File: config.mk
export PLATFORM = sky130hd
export DESIGN_NAME = bram_epp_ctrl
export DESIGN_NICKNAME = d
export VERILOG_FILES = /design/src/rtl/bram_epp_ctrl.sv
export SDC_FILE = /design/constraint.sdc
export NUM_CORES = 1
export LEC_CHECK = 0
export BUFFER_PORTS_ARGS = -buffer_cell sky130_fd_sc_hd__buf_4
export CELL_PAD_IN_SITES_DETAIL_PLACEMENT = 1
export CELL_PAD_IN_SITES_GLOBAL_PLACEMENT = 1
export CORE_MARGIN = 2
export CORE_UTILIZATION = 37
export DETAILED_ROUTE_END_ITERATION = 16
export GPL_TIMING_DRIVEN = 0
export PLACE_DENSITY = 0.82
export SYNTH_ARGS = -nofsm -noshare
export SYNTH_HDL_FRONTEND = slang
export SYNTH_SLANG_ARGS = --single-unit
File: constraint.sdc
create_clock -name clk -period 2 [get_ports clk]
set_clock_uncertainty 0.05 [all_clocks]
set_input_delay 0.4 -clock clk [delete_from_list [all_inputs] [get_ports clk]]
set_output_delay 0.4 -clock clk [all_outputs]
set_load 0.05 [all_outputs]
File: src/rtl/bram_epp_ctrl.sv
`default_nettype none
// ============================================================================
// Module   : bram_epp_ctrl
// Purpose  : EPP host port onto one port of a block RAM. The host strobe is
//            synchronised into clk. Four targets are decoded from address
//            bits [7:6]: data port, address low, address high and ctrl/status.
//            Data-port accesses wait while the acquisition state machine owns
//            the BRAM. Auto-increment and an overflow flag are supported.
// Config   : BRAM_EPP_WRAP_EN -- when defined, the address wraps from
//            2^ADDR_W-1 to 0. When undefined, the address saturates and data
//            writes are blocked until the overflow flag is cleared.
// Revision : 1.0 - initial release
// ============================================================================
module bram_epp_ctrl #(
  parameter int ADDR_W       = 12,
  parameter int AUTO_INC_RST = 1
) (
  input  logic              clk,
  input  logic              rst,
  input  logic              stbData,
  input  logic              ctrlWr,
  input  logic [7:0]        busEppIn,
  input  logic [7:0]        busEppAddrIn,
  input  logic              stmBusy,
  input  logic [7:0]        busBramIn,
  output logic [7:0]        busEppOut,
  output logic              eppWait,
  output logic [ADDR_W-1:0] busBramAddr,
  output logic [7:0]        busBramOut,
  output logic              ctrlWeBram,
  output logic              enBram,
  output logic              ovfFlag
);

  // FSM encoding
  localparam logic [2:0] c_st_idle      = 3'd0;
  localparam logic [2:0] c_st_wait_busy = 3'd1;
  localparam logic [2:0] c_st_access    = 3'd2;
  localparam logic [2:0] c_st_read_wait = 3'd3;
  localparam logic [2:0] c_st_hold      = 3'd4;

  // Target select decode of busEppAddrIn[7:6]
  localparam logic [1:0] c_sel_data  = 2'b00;
  localparam logic [1:0] c_sel_addrl = 2'b01;
  localparam logic [1:0] c_sel_addrh = 2'b10;
  localparam logic [1:0] c_sel_ctrl  = 2'b11;

  localparam logic [ADDR_W-1:0] c_addr_max = '1;

  // Strobe synchroniser and edge detection
  logic r_stb_s1;
  logic r_stb_s2;
  logic r_stb_d;
  logic w_fall;
  logic w_rise;

  // Control state
  logic [2:0]        r_state;
  logic [2:0]        w_state_nxt;
  logic [1:0]        r_sel;
  logic              r_write;
  logic [ADDR_W-1:0] r_addr;
  logic              r_auto_inc;
  logic              r_ovf;
  logic [7:0]        r_dout;

  // Datapath helpers
  logic       w_data_acc;
  logic       w_wr_block;
  logic       w_bram_go;
  logic       w_inc_en;
  logic       w_at_max;
  logic [7:0] w_reg_rd;
  logic       w_unused;

  // The low six EPP address bits carry no meaning for this block
  assign w_unused = &{1'b0, busEppAddrIn[5:0]};

  // Two-flop synchroniser plus one delay stage for strobe edge detection
  always_ff @(posedge clk) begin
    if (rst) begin
      r_stb_s1 <= 1'b1;
      r_stb_s2 <= 1'b1;
      r_stb_d  <= 1'b1;
    end else begin
      r_stb_s1 <= stbData;
      r_stb_s2 <= r_stb_s1;
      r_stb_d  <= r_stb_s2;
    end
  end

  assign w_fall = r_stb_d & ~r_stb_s2;
  assign w_rise = ~r_stb_d & r_stb_s2;

  assign w_data_acc = (r_sel == c_sel_data);
  assign w_at_max   = (r_addr == c_addr_max);

`ifdef BRAM_EPP_WRAP_EN
  assign w_wr_block = 1'b0;
`else
  // A saturated address must not be overwritten repeatedly; block writes
  // until the host acknowledges the overflow.
  assign w_wr_block = r_ovf;
`endif

  // The BRAM is touched only in ACCESS, and never while the acquisition
  // state machine owns it.
  assign w_bram_go  = (r_state == c_st_access) && w_data_acc && !stmBusy;
  assign enBram     = w_bram_go && !(r_write && w_wr_block);
  assign ctrlWeBram = w_bram_go && r_write && !w_wr_block;
  assign busBramOut = ctrlWeBram ? busEppIn : 8'h00;

  // Address advances on the way into HOLD after a completed data access
  assign w_inc_en = r_auto_inc &&
                    (((r_state == c_st_access) && w_data_acc && r_write && !stmBusy) ||
                     (r_state == c_st_read_wait));

  assign eppWait     = (r_state == c_st_hold);
  assign busBramAddr = r_addr;
  assign busEppOut   = r_dout;
  assign ovfFlag     = r_ovf;

  // Next-state logic for the EPP handshake sequencer
  always_comb begin
    w_state_nxt = r_state;
    case (r_state)
      c_st_idle: begin
        if (w_fall) begin
          if ((busEppAddrIn[7:6] == c_sel_data) && stmBusy) begin
            w_state_nxt = c_st_wait_busy;
          end else begin
            w_state_nxt = c_st_access;
          end
        end
      end
      c_st_wait_busy: begin
        // Host giving up takes priority over a late BRAM release
        if (r_stb_s2) begin
          w_state_nxt = c_st_idle;
        end else if (!stmBusy) begin
          w_state_nxt = c_st_access;
        end
      end
      c_st_access: begin
        // Ownership can be taken back in the cycle we meant to use; defer
        if (w_data_acc && stmBusy) begin
          w_state_nxt = c_st_wait_busy;
        end else if (w_data_acc && !r_write) begin
          w_state_nxt = c_st_read_wait;
        end else begin
          w_state_nxt = c_st_hold;
        end
      end
      c_st_read_wait: begin
        w_state_nxt = c_st_hold;
      end
      c_st_hold: begin
        // The level check also covers a strobe released before HOLD was reached
        if (w_rise || r_stb_s2) begin
          w_state_nxt = c_st_idle;
        end
      end
      default: begin
        w_state_nxt = c_st_idle;
      end
    endcase
  end

  // State register
  always_ff @(posedge clk) begin
    if (rst) begin
      r_state <= c_st_idle;
    end else begin
      r_state <= w_state_nxt;
    end
  end

  // Register read multiplexer; the high address byte is zero-extended
  always_comb begin
    w_reg_rd = 8'h00;
    case (r_sel)
      c_sel_addrl: w_reg_rd = r_addr[7:0];
      c_sel_addrh: w_reg_rd = 8'(r_addr[ADDR_W-1:8]);
      c_sel_ctrl:  w_reg_rd = {r_ovf, stmBusy, 5'b0_0000, r_auto_inc};
      default:     w_reg_rd = 8'h00;
    endcase
  end

  // Access capture, register file, read-data register and address counter
  always_ff @(posedge clk) begin
    if (rst) begin
      r_sel      <= c_sel_data;
      r_write    <= 1'b0;
      r_addr     <= '0;
      r_auto_inc <= 1'(AUTO_INC_RST);
      r_ovf      <= 1'b0;
      r_dout     <= 8'h00;
    end else begin
      // Latch the target and direction at the start of the cycle
      if ((r_state == c_st_idle) && w_fall) begin
        r_sel   <= busEppAddrIn[7:6];
        r_write <= ~ctrlWr;
      end

      if ((r_state == c_st_access) && !w_data_acc) begin
        if (r_write) begin
          case (r_sel)
            c_sel_addrl: r_addr[7:0] <= busEppIn;
            c_sel_addrh: r_addr[ADDR_W-1:8] <= busEppIn[ADDR_W-9:0];
            c_sel_ctrl: begin
              r_auto_inc <= busEppIn[0];
              if (busEppIn[1]) begin
                r_ovf <= 1'b0;
              end
              if (busEppIn[7]) begin
                r_addr <= '0;
              end
            end
            default: begin
            end
          endcase
        end else begin
          r_dout <= w_reg_rd;
        end
      end

      if (r_state == c_st_read_wait) begin
        r_dout <= busBramIn;
      end

      if (w_inc_en) begin
        if (w_at_max) begin
          r_ovf <= 1'b1;
`ifdef BRAM_EPP_WRAP_EN
          r_addr <= '0;
`endif
        end else begin
          r_addr <= r_addr + 1'b1;
        end
      end
    end
  end

endmodule
`default_nettype wire

==> results_tabular.tex <==
\begin{tabular}{lr}
\hline
Metric & Value \\
\hline
\multicolumn{2}{l}{\textbf{Detailed routing}} \\
\quad Uppermost metal layer occupied by signal nets & met4 \\
\quad Met1 layer wirelength in the final routing & 3134 um \\
\quad Met3 Routed Length & 395 um \\
\quad Wirelength per Cell & 18.80 um \\
\quad Routed vias/inst & 5.606 \\
\quad First-pass iteration count of the detailed router & 4 \\
\quad Detail Route Antenna Nets & 0 \\
\quad Initial DRC Count & 126 \\
\quad Remaining design rule violation count & 0 \\
\quad Sum of met2 wire segment lengths after detailed routing & 3419 um \\
\quad Routed wire length & 7013 um \\
\quad Number of vias in the routed layout & 2091 \\
\multicolumn{2}{l}{\textbf{Critical path}} \\
\quad Arr. time, crit path & 1.79 ns \\
\quad CP Buf/Inv Count & 3 \\
\quad Cell repeated most along the worst path & sky130\_fd\_sc\_hd\_\_buf\_8 \\
\quad Worst setup path class & register to output port \\
\quad Ordered list of cells on the worst path & buf\_8 > nor3\_4 > nand3b\_1 > nor3b\_4 > buf\_6 > and2\_4 > buf\_8 \\
\quad Maximum fanout count along the critical path & 6 \\
\quad Slowest stage delay, CP & 0.35 ns \\
\quad Req. time, crit path & 1.55 ns \\
\quad Cell family with the largest share of critical-path delay & simple AND/OR/NAND/NOR gates \\
\quad Type of destination of the critical path & output port \\
\quad Cell with the biggest individual delay on the critical path & sky130\_fd\_sc\_hd\_\_dfxtp\_4 \\
\quad Sort of element at the start of the critical path & register \\
\multicolumn{2}{l}{\textbf{Global route}} \\
\quad Global route total overflow & 0 \\
\quad Number of global-route vias before repair & 2171 \\
\quad Wire length of the first global-routing pass & 11470 um \\
\quad Initial antenna violation count & 0 \\
\quad Maximum number of pins on one net before global-route repair & 11 \\
\quad Overall fraction of global-route tracks in use & 24.69\% \\
\multicolumn{2}{l}{\textbf{Final layout}} \\
\quad Area growth syn-to-layout & 43.40\% \\
\quad Antenna cells & 0 \\
\quad Finished layout cell area & 0.002786 mm\^{}2 \\
\quad Nets@finish & 332 \\
\quad Fraction of final layout cells with drive strength greater than 1 & 37.29\% \\
\multicolumn{2}{l}{\textbf{Logic synthesis}} \\
\quad Dominant cells by area after synthesis & sky130\_fd\_sc\_hd\_\_dfxtp\_1 32\%, sky130\_fd\_sc\_hd\_\_a221o\_1 6.2\%, sky130\_fd\_sc\_hd\_\_mux2i\_1 6.2\%, sky130\_fd\_sc\_hd\_\_nor2\_1 5.4\%, sky130\_fd\_sc\_hd\_\_nand2\_1 3.9\% \\
\quad Post-synth EDFFs & 0 \\
\quad Mean instance size in the synthesized netlist & 8.375 um\^{}2 \\
\quad Top flip-flop cell by instance count after synthesis & sky130\_fd\_sc\_hd\_\_dfxtp\_1 \\
\quad Yosys top cell by area & sky130\_fd\_sc\_hd\_\_dfxtp\_1 \\
\quad Gate Count Post-Synth & 232 \\
\quad List of most frequent post-synthesis cells & 31 x sky130\_fd\_sc\_hd\_\_dfxtp\_1, 28 x sky130\_fd\_sc\_hd\_\_nor2\_1, 20 x sky130\_fd\_sc\_hd\_\_nand2\_1 \\
\quad Fraction of post-synthesis cell area in the top cell type by area & 31.94\% \\
\quad Count of cell types in the netlist & 53 \\
\quad Count of state elements after synthesis & 31 \\
\quad Ys async rst share & 0\% \\
\quad Fraction of the yosys area taken by sequential cells & 31.94\% \\
\quad Yosys warnings & 0 \\
\quad Post-Syn Nets & 262 \\
\quad Most common cell in the synthesized netlist & sky130\_fd\_sc\_hd\_\_dfxtp\_1 \\
\quad Post-synth design cell area & 0.001943 mm\^{}2 \\
\multicolumn{2}{l}{\textbf{Clocking}} \\
\quad CTS tree & built \\
\quad H-tree depth reported by CTS & 2 \\
\quad Later-pin clock latency in the skew report & 0.29 ns \\
\quad Cts bufs inserted & 5 \\
\quad CTS Root Buffer Type & sky130\_fd\_sc\_hd\_\_clkbuf\_8 \\
\quad Clock Sinks & 31 \\
\quad Hold\_buf cts & 0 \\
\quad CTS clock-pin slew for the worst setup and hold paths & 0.07 ns \\
\quad CTS Buffer Depth & 2 \\
\multicolumn{2}{l}{\textbf{STA}} \\
\quad RSZ-0062 raised after global routing & true \\
\quad Worst max-slew margin expressed relative to the limit & 57.95\% \\
\quad Period minus WS final & 2.245 ns \\
\quad Highest achievable clock rate & 445.5 MHz \\
\quad Final setup violation count & 10 \\
\quad Final number of hold-violating endpoints & 0 \\
\quad Least-Margin Pin Slew & 0.6274 ns \\
\quad Final WS setup & -0.2446 ns \\
\quad Share of the cycle needed by the critical path after routing & 112.2\% \\
\quad Hold\_ws & 0.2373 ns \\
\quad Total negative setup slack & -1.998 ns \\
\quad Max-slew violation count & 0 \\
\multicolumn{2}{l}{\textbf{Place}} \\
\quad Number of buffers inserted by port buffering & 53 \\
\quad Placed instance area & 0.002495 mm\^{}2 \\
\quad Detailed placer's ending HPWL & 4798 um \\
\quad Final weighted congestion of routability-driven global placement & 0.8463 \\
\multicolumn{2}{l}{\textbf{Pwr}} \\
\quad Power per standard cell area & 519.8 mW/mm\^{}2 \\
\quad Cell leakage power & 1.122 nW \\
\quad Worst voltage drop across the vdd grid & 0.0002096 V \\
\multicolumn{2}{l}{\textbf{Outcome}} \\
\quad Run status & complete, but fails checks \\
\quad Failing checks & setup timing \\
\multicolumn{2}{l}{\textbf{Floorplanning}} \\
\quad X dimension of the die & 76.47 um \\
\quad Total Die Area & 0.005848 mm\^{}2 \\
\quad Core Area & 0.005075 mm\^{}2 \\
\quad Total number of placement rows & 26 \\
\quad Initial Util & 38.29\% \\
\quad Overall die height & 76.47 um \\
\quad I/O pin total & 61 \\
\multicolumn{2}{l}{\textbf{Worst hold path}} \\
\quad Classification of the worst-slack hold path & primary input to register \\
\multicolumn{2}{l}{\textbf{Run}} \\
\quad Max Cap Viol & 0 \\
\hline
\end{tabular}
-- final timing paths --
path                                       startpoint                        end  slack [ns]  cells after the start
worst max register to register  r_sel[1]$_SDFFE_PP0P_  busBramAddr[9]$_SDFF_PP0_        0.05                      7
worst min-delay path                           ctrlWr       r_write$_SDFFE_PP0P_        0.24                      2
worst max-delay path            r_sel[1]$_SDFFE_PP0P_              busBramOut[3]       -0.24                      7
worst min register to register    r_stb_s1$_SDFF_PP1_        r_stb_s2$_SDFF_PP1_        0.36                      1
-- state kept, by name (all words and copies together), names as in the netlist --
register and flops:
r_auto_inc 1, ovfFlag 1, r_stb_s1 1, r_state 3, busEppOut 8, r_stb_d 1, r_sel 2, r_stb_s2 1
busBramAddr 12, r_write 1
-- cells by family after synthesis --
logic type	share of synthesized area [%]
xor+xnor	0.9016
fa+ha+maj	0.6438
mux	7.341
buf+inv	4.121
compound gates	22.47
simple gates	32.58
flops	31.94
-- per-layer routing --
| metal | GRT usage, % | vias up |
|---|---|---|
| li1 | - | 1000 |
| met1 | 32.75 | 1022 |
| met2 | 41.50 | 63 |
| met3 | 4.621 | 6 |
| met4 | 5.818 | 0 |
| met5 | 0 | - |
-- report_power, final --
part           internal (W)  switching, W  total, W
combinational      0.000109      0.000134  0.000244
sequential         0.000629     0.0000153  0.000644
clock              0.000314      0.000246  0.000560
total               0.00105      0.000396   0.00145
-- stage by stage --
| step | util, % | instances | setup slack [ns] | power [W] |
|---|---|---|---|---|
| after floorplan | - | 232 | -0.2687 | 0.0007927 |
| after global placement | 49.16 | 355 | -0.2195 | 0.0008730 |
| after detailed placement | 49.16 | 355 | -0.2499 | 0.0008776 |
| after CTS | 54.24 | 372 | -0.2115 | 0.001442 |
| after global routing | 54.91 | 373 | -0.3188 | 0.001512 |
| final | 54.91 | 373 | -0.2446 | 0.001448 |
-- final cells by class --
type / count / area (um^2)
Fill cell: 622 / 2288
Clock buffer: 8 / 100.1
Buffer: 14 / 87.58
Inverter: 3 / 11.26
Tap cell: 70 / 87.58
Multi-Input combinational cell: 184 / 1311
Sequential cell: 31 / 636.9
Timing Repair Buffer: 63 / 551.8
-- layout by cell type (no fill, tap or decap), types with 3 or more instances in the layout --
cell type                  instances
sky130_fd_sc_hd__buf_4            52
sky130_fd_sc_hd__nor2_1           27
sky130_fd_sc_hd__dfxtp_1          24
sky130_fd_sc_hd__nand2_1          20
sky130_fd_sc_hd__mux2i_1          12
sky130_fd_sc_hd__a221o_1          12
sky130_fd_sc_hd__buf_8            10
sky130_fd_sc_hd__and2_4            8
sky130_fd_sc_hd__nor2b_1           8
sky130_fd_sc_hd__nor3_1            8
sky130_fd_sc_hd__clkbuf_1          7
sky130_fd_sc_hd__clkbuf_8          7
sky130_fd_sc_hd__nand3_1           6
sky130_fd_sc_hd__buf_6             5
sky130_fd_sc_hd__nand3b_1          5
sky130_fd_sc_hd__nand2b_1          5
sky130_fd_sc_hd__or2_2             5
sky130_fd_sc_hd__a21oi_1           5
sky130_fd_sc_hd__buf_2             4
sky130_fd_sc_hd__o21ai_0           4
sky130_fd_sc_hd__a22oi_1           4
sky130_fd_sc_hd__a211oi_1          4
sky130_fd_sc_hd__o211ai_1          4
sky130_fd_sc_hd__dfxtp_2           4
sky130_fd_sc_hd__inv_1             3
sky130_fd_sc_hd__dfxtp_4           3
-- what timing repair did --
item | CTS | global route
pin swaps | 4 | 1
gates resized for setup | 25 | 8
setup endpoints to repair | 10 | 24
buffers inserted | 9 | 1
Note: power is estimated with default switching activity, not from simulation.
